[config.mk]
export PLATFORM = sky130hd
export DESIGN_NAME = pulse_gen
export DESIGN_NICKNAME = d
export VERILOG_FILES = /design/src/rtl/pulse_gen.sv
export SDC_FILE = /design/constraint.sdc
export NUM_CORES = 1
export LEC_CHECK = 0
export CORE_MARGIN = 10
export CORE_UTILIZATION = 57
export CTS_CLUSTER_SIZE = 25
export DETAILED_ROUTE_END_ITERATION = 10
export MAX_ROUTING_LAYER = met4
export PLACE_DENSITY_LB_ADDON = 0.2
export SYNTH_ARGS = -nofsm -noshare
export SYNTH_HDL_FRONTEND = slang
export SYNTH_SLANG_ARGS = --single-unit
[constraint.sdc]
create_clock -name clk_in -period 3.01 [get_ports clk_in]
set_input_delay 0.903 -clock clk_in [delete_from_list [all_inputs] [get_ports clk_in]]
set_output_delay 0.903 -clock clk_in [all_outputs]
set_load 0.02 [all_outputs]
[src/rtl/pulse_gen.sv]
// pulse_gen: windowed pulse-train generator; each tim025 boundary loads a pulse count for the next window.
// Optional PULSE_GEN_SAT_EN clamps the requested count to 250.
`default_nettype none

module pulse_gen #(
  parameter int unsigned HIGH_CYC = 4,
  parameter int unsigned LOW_CYC  = 4
) (
  input  logic       clk_in,
  input  logic       reset,
  input  logic       tim025,
  input  logic [7:0] data_in,
  output logic       sig_out,
  output logic       busy,
  output logic [7:0] sent_cnt
);

  typedef enum logic [1:0] {
    ARMED = 2'd0,
    HIGH  = 2'd1,
    LOW   = 2'd2,
    DONE  = 2'd3
  } state_t;

  localparam logic [7:0] HIGH_LOAD = 8'(HIGH_CYC - 1);
  localparam logic [7:0] LOW_LOAD  = 8'(LOW_CYC - 1);

  state_t     state_q;
  logic       sig_out_q;
  logic       busy_q;
  logic [7:0] sent_cnt_q;
  logic [7:0] sent_q;
  logic [7:0] target_q;
  logic [7:0] remaining_q;
  logic [7:0] phase_q;

  logic [7:0] target_d;
  logic [7:0] sent_d;
  logic       start_ok;

`ifdef PULSE_GEN_SAT_EN
  localparam logic [7:0] SAT_MAX = 8'd250;
  assign target_d = (data_in > SAT_MAX) ? SAT_MAX : data_in;
`else
  assign target_d = data_in;
`endif

  // The target comparison keeps sent from ever passing the loaded count.
  assign start_ok = (remaining_q != 8'd0) && (sent_q < target_q);
  assign sent_d   = sent_q + 8'd1;

  always_ff @(posedge clk_in or negedge reset) begin
    if (!reset) begin
      state_q     <= ARMED;
      sig_out_q   <= 1'b0;
      busy_q      <= 1'b0;
      sent_cnt_q  <= 8'd0;
      sent_q      <= 8'd0;
      target_q    <= 8'd0;
      remaining_q <= 8'd0;
      phase_q     <= 8'd0;
    end else if (tim025) begin
      state_q     <= ARMED;
      sig_out_q   <= 1'b0;
      busy_q      <= 1'b0;
      sent_cnt_q  <= sent_q;
      sent_q      <= 8'd0;
      target_q    <= target_d;
      remaining_q <= target_d;
      phase_q     <= 8'd0;
    end else begin
      case (state_q)
        ARMED: begin
          if (start_ok) begin
            state_q   <= HIGH;
            sig_out_q <= 1'b1;
            busy_q    <= 1'b1;
            sent_q    <= sent_d;
            phase_q   <= HIGH_LOAD;
          end else begin
            state_q   <= DONE;
          end
        end
        HIGH: begin
          if (phase_q == 8'd0) begin
            state_q     <= LOW;
            sig_out_q   <= 1'b0;
            remaining_q <= remaining_q - 8'd1;
            phase_q     <= LOW_LOAD;
          end else begin
            phase_q     <= phase_q - 8'd1;
          end
        end
        LOW: begin
          if (phase_q != 8'd0) begin
            phase_q   <= phase_q - 8'd1;
          end else if (start_ok) begin
            state_q   <= HIGH;
            sig_out_q <= 1'b1;
            sent_q    <= sent_d;
            phase_q   <= HIGH_LOAD;
          end else begin
            state_q   <= DONE;
            busy_q    <= 1'b0;
          end
        end
        DONE: begin
          sig_out_q <= 1'b0;
          busy_q    <= 1'b0;
        end
        default: begin
          state_q   <= ARMED;
          sig_out_q <= 1'b0;
          busy_q    <= 1'b0;
        end
      endcase
    end
  end

  assign sig_out  = sig_out_q;
  assign busy     = busy_q;
  assign sent_cnt = sent_cnt_q;

endmodule

`default_nettype wire

# Word level (Yosys, flattened, before mapping)
# Cells that the tools add are included.
dict set report word_totals {
  register_bits 44
  inputBits 11
  output_inout_bits 10
  elab_cells 61
}
dict set report classes {
  add_sub_neg 3
  n_lt_le_gt_ge 1
  n_eq_ne 7
  mux 27
  reduce_logical 15
}
# operator count
set op_table {}
lappend op_table {{$mux 8} 10}
lappend op_table {{$pmux 8 s3} 1}
lappend op_table {{$pmux 8 s2} 1}
lappend op_table {{$reduce_bool 8->1} 2}
lappend op_table {{$sub 8x1->8 const B} 2}
lappend op_table {{$ne 3x3->1 const B} 4}
lappend op_table {{$add 8x1->8 const B} 1}
lappend op_table {{$logic_not 8->1} 1}
lappend op_table {{$lt 8x8->1} 1}
lappend op_table {{$mux 1} 8}
lappend op_table {{$mux 2} 4}
lappend op_table {{$reduce_bool 4->1} 2}
lappend op_table {{$pmux 2 s3} 1}
lappend op_table {{$reduce_and 2->1} 3}
lappend op_table {{$eq 2x2->1 const B} 2}
lappend op_table {{$pmux 1 s4} 1}
lappend op_table {{$reduce_and 4->1} 1}
lappend op_table {{$reduce_bool 2->1} 2}
lappend op_table {{$pmux 1 s3} 1}
lappend op_table {{$reduce_and 3->1} 1}
lappend op_table {{$reduce_bool 3->1} 1}
lappend op_table {{$eq 2x1->1 const B} 1}
lappend op_table {{$logic_not 2->1} 1}
lappend op_table {{$logic_and 1x1->1} 1}

# Depth between registers and ports, before layout
# Gate-level depths: netlist of run 1.
dict set report logic_depth {
  ltp_word 6
  depth_mapped 9
  depth_no_buf 7
}

# Least setup slack after synthesis of run 1
# No wires, ideal clock.
dict set report synth_path {
  kind {flip-flop to flip-flop}
  startpoint {register sent_q[6]}
  endpoint {register sent_q[0]}
  setup_ps 125
  t_arrival_ps 2107
  required_time_ps 2885
  path_slack_ps 779
  stages_incl_launch_ff 8
  n_path_buf 1
  period_less_slack_ps 2231
  path_cell_list {dfrtp_1 -> ha_1 -> and3_1 -> a221oi_1 -> o211ai_1 -> buf_4 -> nor3_1 -> mux2_2}
}
dict set report synth_via {
  elab_chain_len 6
}
# element line
set synth_rtl {}
lappend synth_rtl {{start, declared} 32} ;# logic [7:0] sent_q;
lappend synth_rtl {{start signal, assigned} 78} ;# sent_q <= sent_d;
lappend synth_rtl {{start signal, assigned} 100} ;# sent_q <= sent_d;
lappend synth_rtl {{$lt 8x8->1 (*)} 49} ;# assign start_ok = (remaining_q != 8'd0) && (sent_q < target_q);
lappend synth_rtl {{$logic_and 1x1->1 (*)} 49}
lappend synth_rtl {{$mux 8 (*)} n/a}
lappend synth_rtl {{$mux 8} n/a}
lappend synth_rtl {{$pmux 8 s2 (*)} n/a}
lappend synth_rtl {{$mux 8 (*)} n/a}
# Mark *: on every way between the ends. The rest lies on a longest branch, timed or not. The select of a mux whose other input is x is not followed.
# A chain may end at the register's enable or synchronous reset.

# Final worst setup path of run 1
# Same ends and word-level chain as after synthesis.

==> results of run 1 <==
[logic make-up after synthesis]
group,Yosys count,share of synthesized area [%]
AND/OR/NAND/NOR,70,16.2
multiplexers,11,5.02
AO/OA/AOI/OAI,68,17.8
buffers and inverters,26,4.29
flip-flops,44,45.5
adder cells (fa/ha/maj),16,8.27
XOR/XNOR,8,2.90
[power breakdown]
part	switching, W	internal (W)	total, W
registers	0.000109	0.000695	0.000804
clock network	0.000194	0.000158	0.000352
logic	0.000526	0.000372	0.000898
[synthesized netlist by cell type, drive strengths merged, types with 5 or more instances]
| cell | count | area, um^2 |
|---|---|---|
| dfrtp | 44 | 1100 |
| o21ai | 24 | 120 |
| nand2 | 18 | 67.6 |
| ha | 16 | 200 |
| inv | 16 | 60.1 |
| a21oi | 14 | 73.8 |
| nor2 | 12 | 45.0 |
| mux2 | 9 | 101 |
| clkbuf | 7 | 26.3 |
| xnor2 | 7 | 61.3 |
| nor3 | 6 | 30.0 |
| a31oi | 5 | 31.3 |
| nand2b | 5 | 31.3 |
| or3 | 5 | 37.5 |
| or4 | 5 | 37.5 |
[area by class of cell]
class / instances / area (um^2)
Clock inverter: 1 / 5.00
Clock buffer: 6 / 72.6
Multi-Input combinational cell: 173 / 1210
Sequential cell: 44 / 1100
Tap cell: 50 / 62.6
Fill cell: 323 / 1330
Timing Repair Buffer: 23 / 213
Inverter: 16 / 60.1
[how the worst max path moves through the flow]
stage	from	end	slack (ps)	cells past startpoint
final	sent_q[6]	sent_q[0]	430	6
after global routing	sent_q[6]	sent_q[0]	240	6
after detailed placement	sent_q[6]	sent_q[0]	460	6
after floorplan	sent_q[6]	sent_q[0]	780	7
after CTS	sent_q[6]	sent_q[0]	450	6
after global placement	sent_q[6]	sent_q[0]	520	6
[sequential cells by signal, indices dropped and copies added, names as in the netlist]
register	flops
phase_q	8
remaining_q	8
sent_cnt	8
sent_q	8
target_q	8
state_q	2
busy	1
sig_out	1
[cell usage in the layout (no fill, tap or decap), types with 2 or more instances in the layout]
| master | instances |
|---|---|
| nor3_1 | 6 |
| nand2b_1 | 5 |
| inv_1 | 16 |
| buf_2 | 2 |
| a21oi_1 | 13 |
| ha_1 | 16 |
| nand3_1 | 4 |
| xnor2_1 | 7 |
| o211ai_1 | 2 |
| dfrtp_1 | 44 |
| o31ai_1 | 4 |
| or4_1 | 5 |
| nand3b_1 | 2 |
| nand2_1 | 18 |
| mux2_2 | 9 |
| a211oi_1 | 3 |
| mux2i_1 | 2 |
| clkdlybuf4s50_1 | 18 |
| nand4_1 | 3 |
| clkbuf_8 | 5 |
| o21a_1 | 3 |
| nor2_1 | 12 |
| o21ai_0 | 24 |
| nor4_1 | 3 |
| a22oi_1 | 2 |
| buf_4 | 3 |
| or3_1 | 3 |
| a31oi_1 | 5 |
[through the flow]
step	utilization (%)	area [um^2]
after CTS	67.3	2730
after global placement	65.3	2650
after detailed placement	65.3	2650
after floorplan	-	2420
after global routing	67.3	2730
final	67.3	2730
[worst max-delay path, stage by stage (launching register included)]
cell and delay (ps):
dfrtp_1 430, ha_1 330, and3_1 210, a221oi_1 290, o211ai_1 410, nor3_1 430, mux2_2 370
[per-layer routing]
metal | track usage [%] | up-vias | routed length, um | part of all wire (%)
met5 | - | - | 0 | 0
met4 | 5.69 | 0 | 68 | 1.3
met3 | 3.92 | 5 | 263 | 5.2
met2 | 21.8 | 43 | 2300 | 45
met1 | 20.2 | 931 | 2470 | 48
li1 | - | 919 | - | -
==> qor.txt, run 1 <==
clk buf depth -> 2
crit path DAT -> 2770 ps
layout cells sized above 1 -> 10.6%
Synth Instances -> 243
Final setup viols -> 0
Total Routing Usage GR -> 15.3%
First-pass DRT Iterations -> 5
Post-synth EDFFs -> 0
clk sinks -> 44
count of input and output buffers -> 20
Synth Register Bits -> 44
CP required -> 3200 ps
largest net degree at the start of global routing -> 57
clk_skew -> 2.15 ps
CTS resizes -> 0
Slew Limit Fails -> 0
Slew headroom -> 40.3%
nets -> 290
clock latency at the later pin of the worst-skew pair -> 300 ps
DRC -> 0
Finished Layout Cells -> 313
DP Wirelength -> 3550 um
Die W -> 85.2 um
ys flop type -> dfrtp_1
power per cell area -> 753 nW/um^2
clock-pin slew on the worst setup and hold paths -> 80 ps
Placed Cells -> 306
Max Fanout on Critical Path -> 14
grt total ovfl -> 0
final hold vios -> 0
RSZ-0062 raised after global routing -> no
CP Class -> reg2reg
die height -> 85.2 um
minimum clock period -> 2580 ps
synthesized area per cell -> 9.96 um^2
vias in the first global route -> 1887
ant diodes -> 0
CTS tree -> done
Async SR Flop Fraction -> 100%
Routed Antenna Nets -> 0
syn nets -> 270
leakage -> 1.19 nW
Power Total -> 0.00205 W
Setup Total Neg Slack -> 0 ps
Starting Density -> 59.6%
peak supply drop -> 0.000544 V
setup bufs post-CTS -> 0
DR vias/cell -> 6.06
Num CTS Buffers -> 5
DR vias -> 1898
R2R Path End -> sent_q[0]
reg2reg start -> sent_q[6]
row count -> 23
CP Capture Type -> register
IO Pins -> 21
worst setup margin -> 426 ps
Slew @ Worst Pin -> 896 ps
Cell Area, Synth -> 2420 um^2
Fmax -> 387 MHz
Area Overhead vs Synth -> 12.8%
status -> finished clean
Core Box Area -> 4060 um^2
first-pass GRT wire length -> 9030 um
Total Wirelength -> 5110 um
Period Utilization, post-route -> 85.8%
Yosys Warn Count -> 0
register area share after synthesis -> 45.5%
Distinct cells, synth -> 49
CTS hold repair buffers -> 0
worst min-delay path category -> in2async
DRT iter0 DRCs -> 113
Die Area -> 7250 um^2
initial antenna violation count -> 0
cell depth of the worst flop-to-flop path -> 6
DP Worst Slack -> 460 ps
crit start category -> register
Hold Slack -> 439 ps
root buffer cell -> clkbuf_8
wire per inst -> 16.3 um
H-tree lvl count -> 2
GPL Wtd Cong -> 0.824
R2R setup slack -> 430 ps
max-cap violations -> 0
(Power assumes the default switching activity.)
==> run 2: changes to the inputs <==
--- a/config.mk
+++ b/config.mk
@@ -7,7 +7,7 @@
 export LEC_CHECK = 0
 export CORE_MARGIN = 10
 export CORE_UTILIZATION = 57
-export CTS_CLUSTER_SIZE = 25
+export CTS_CLUSTER_SIZE = 12
 export DETAILED_ROUTE_END_ITERATION = 10
 export MAX_ROUTING_LAYER = met4
 export PLACE_DENSITY_LB_ADDON = 0.2
==> results of run 2 <==
Same layout as run 1: the final DEF is identical, and so are final timing and power.
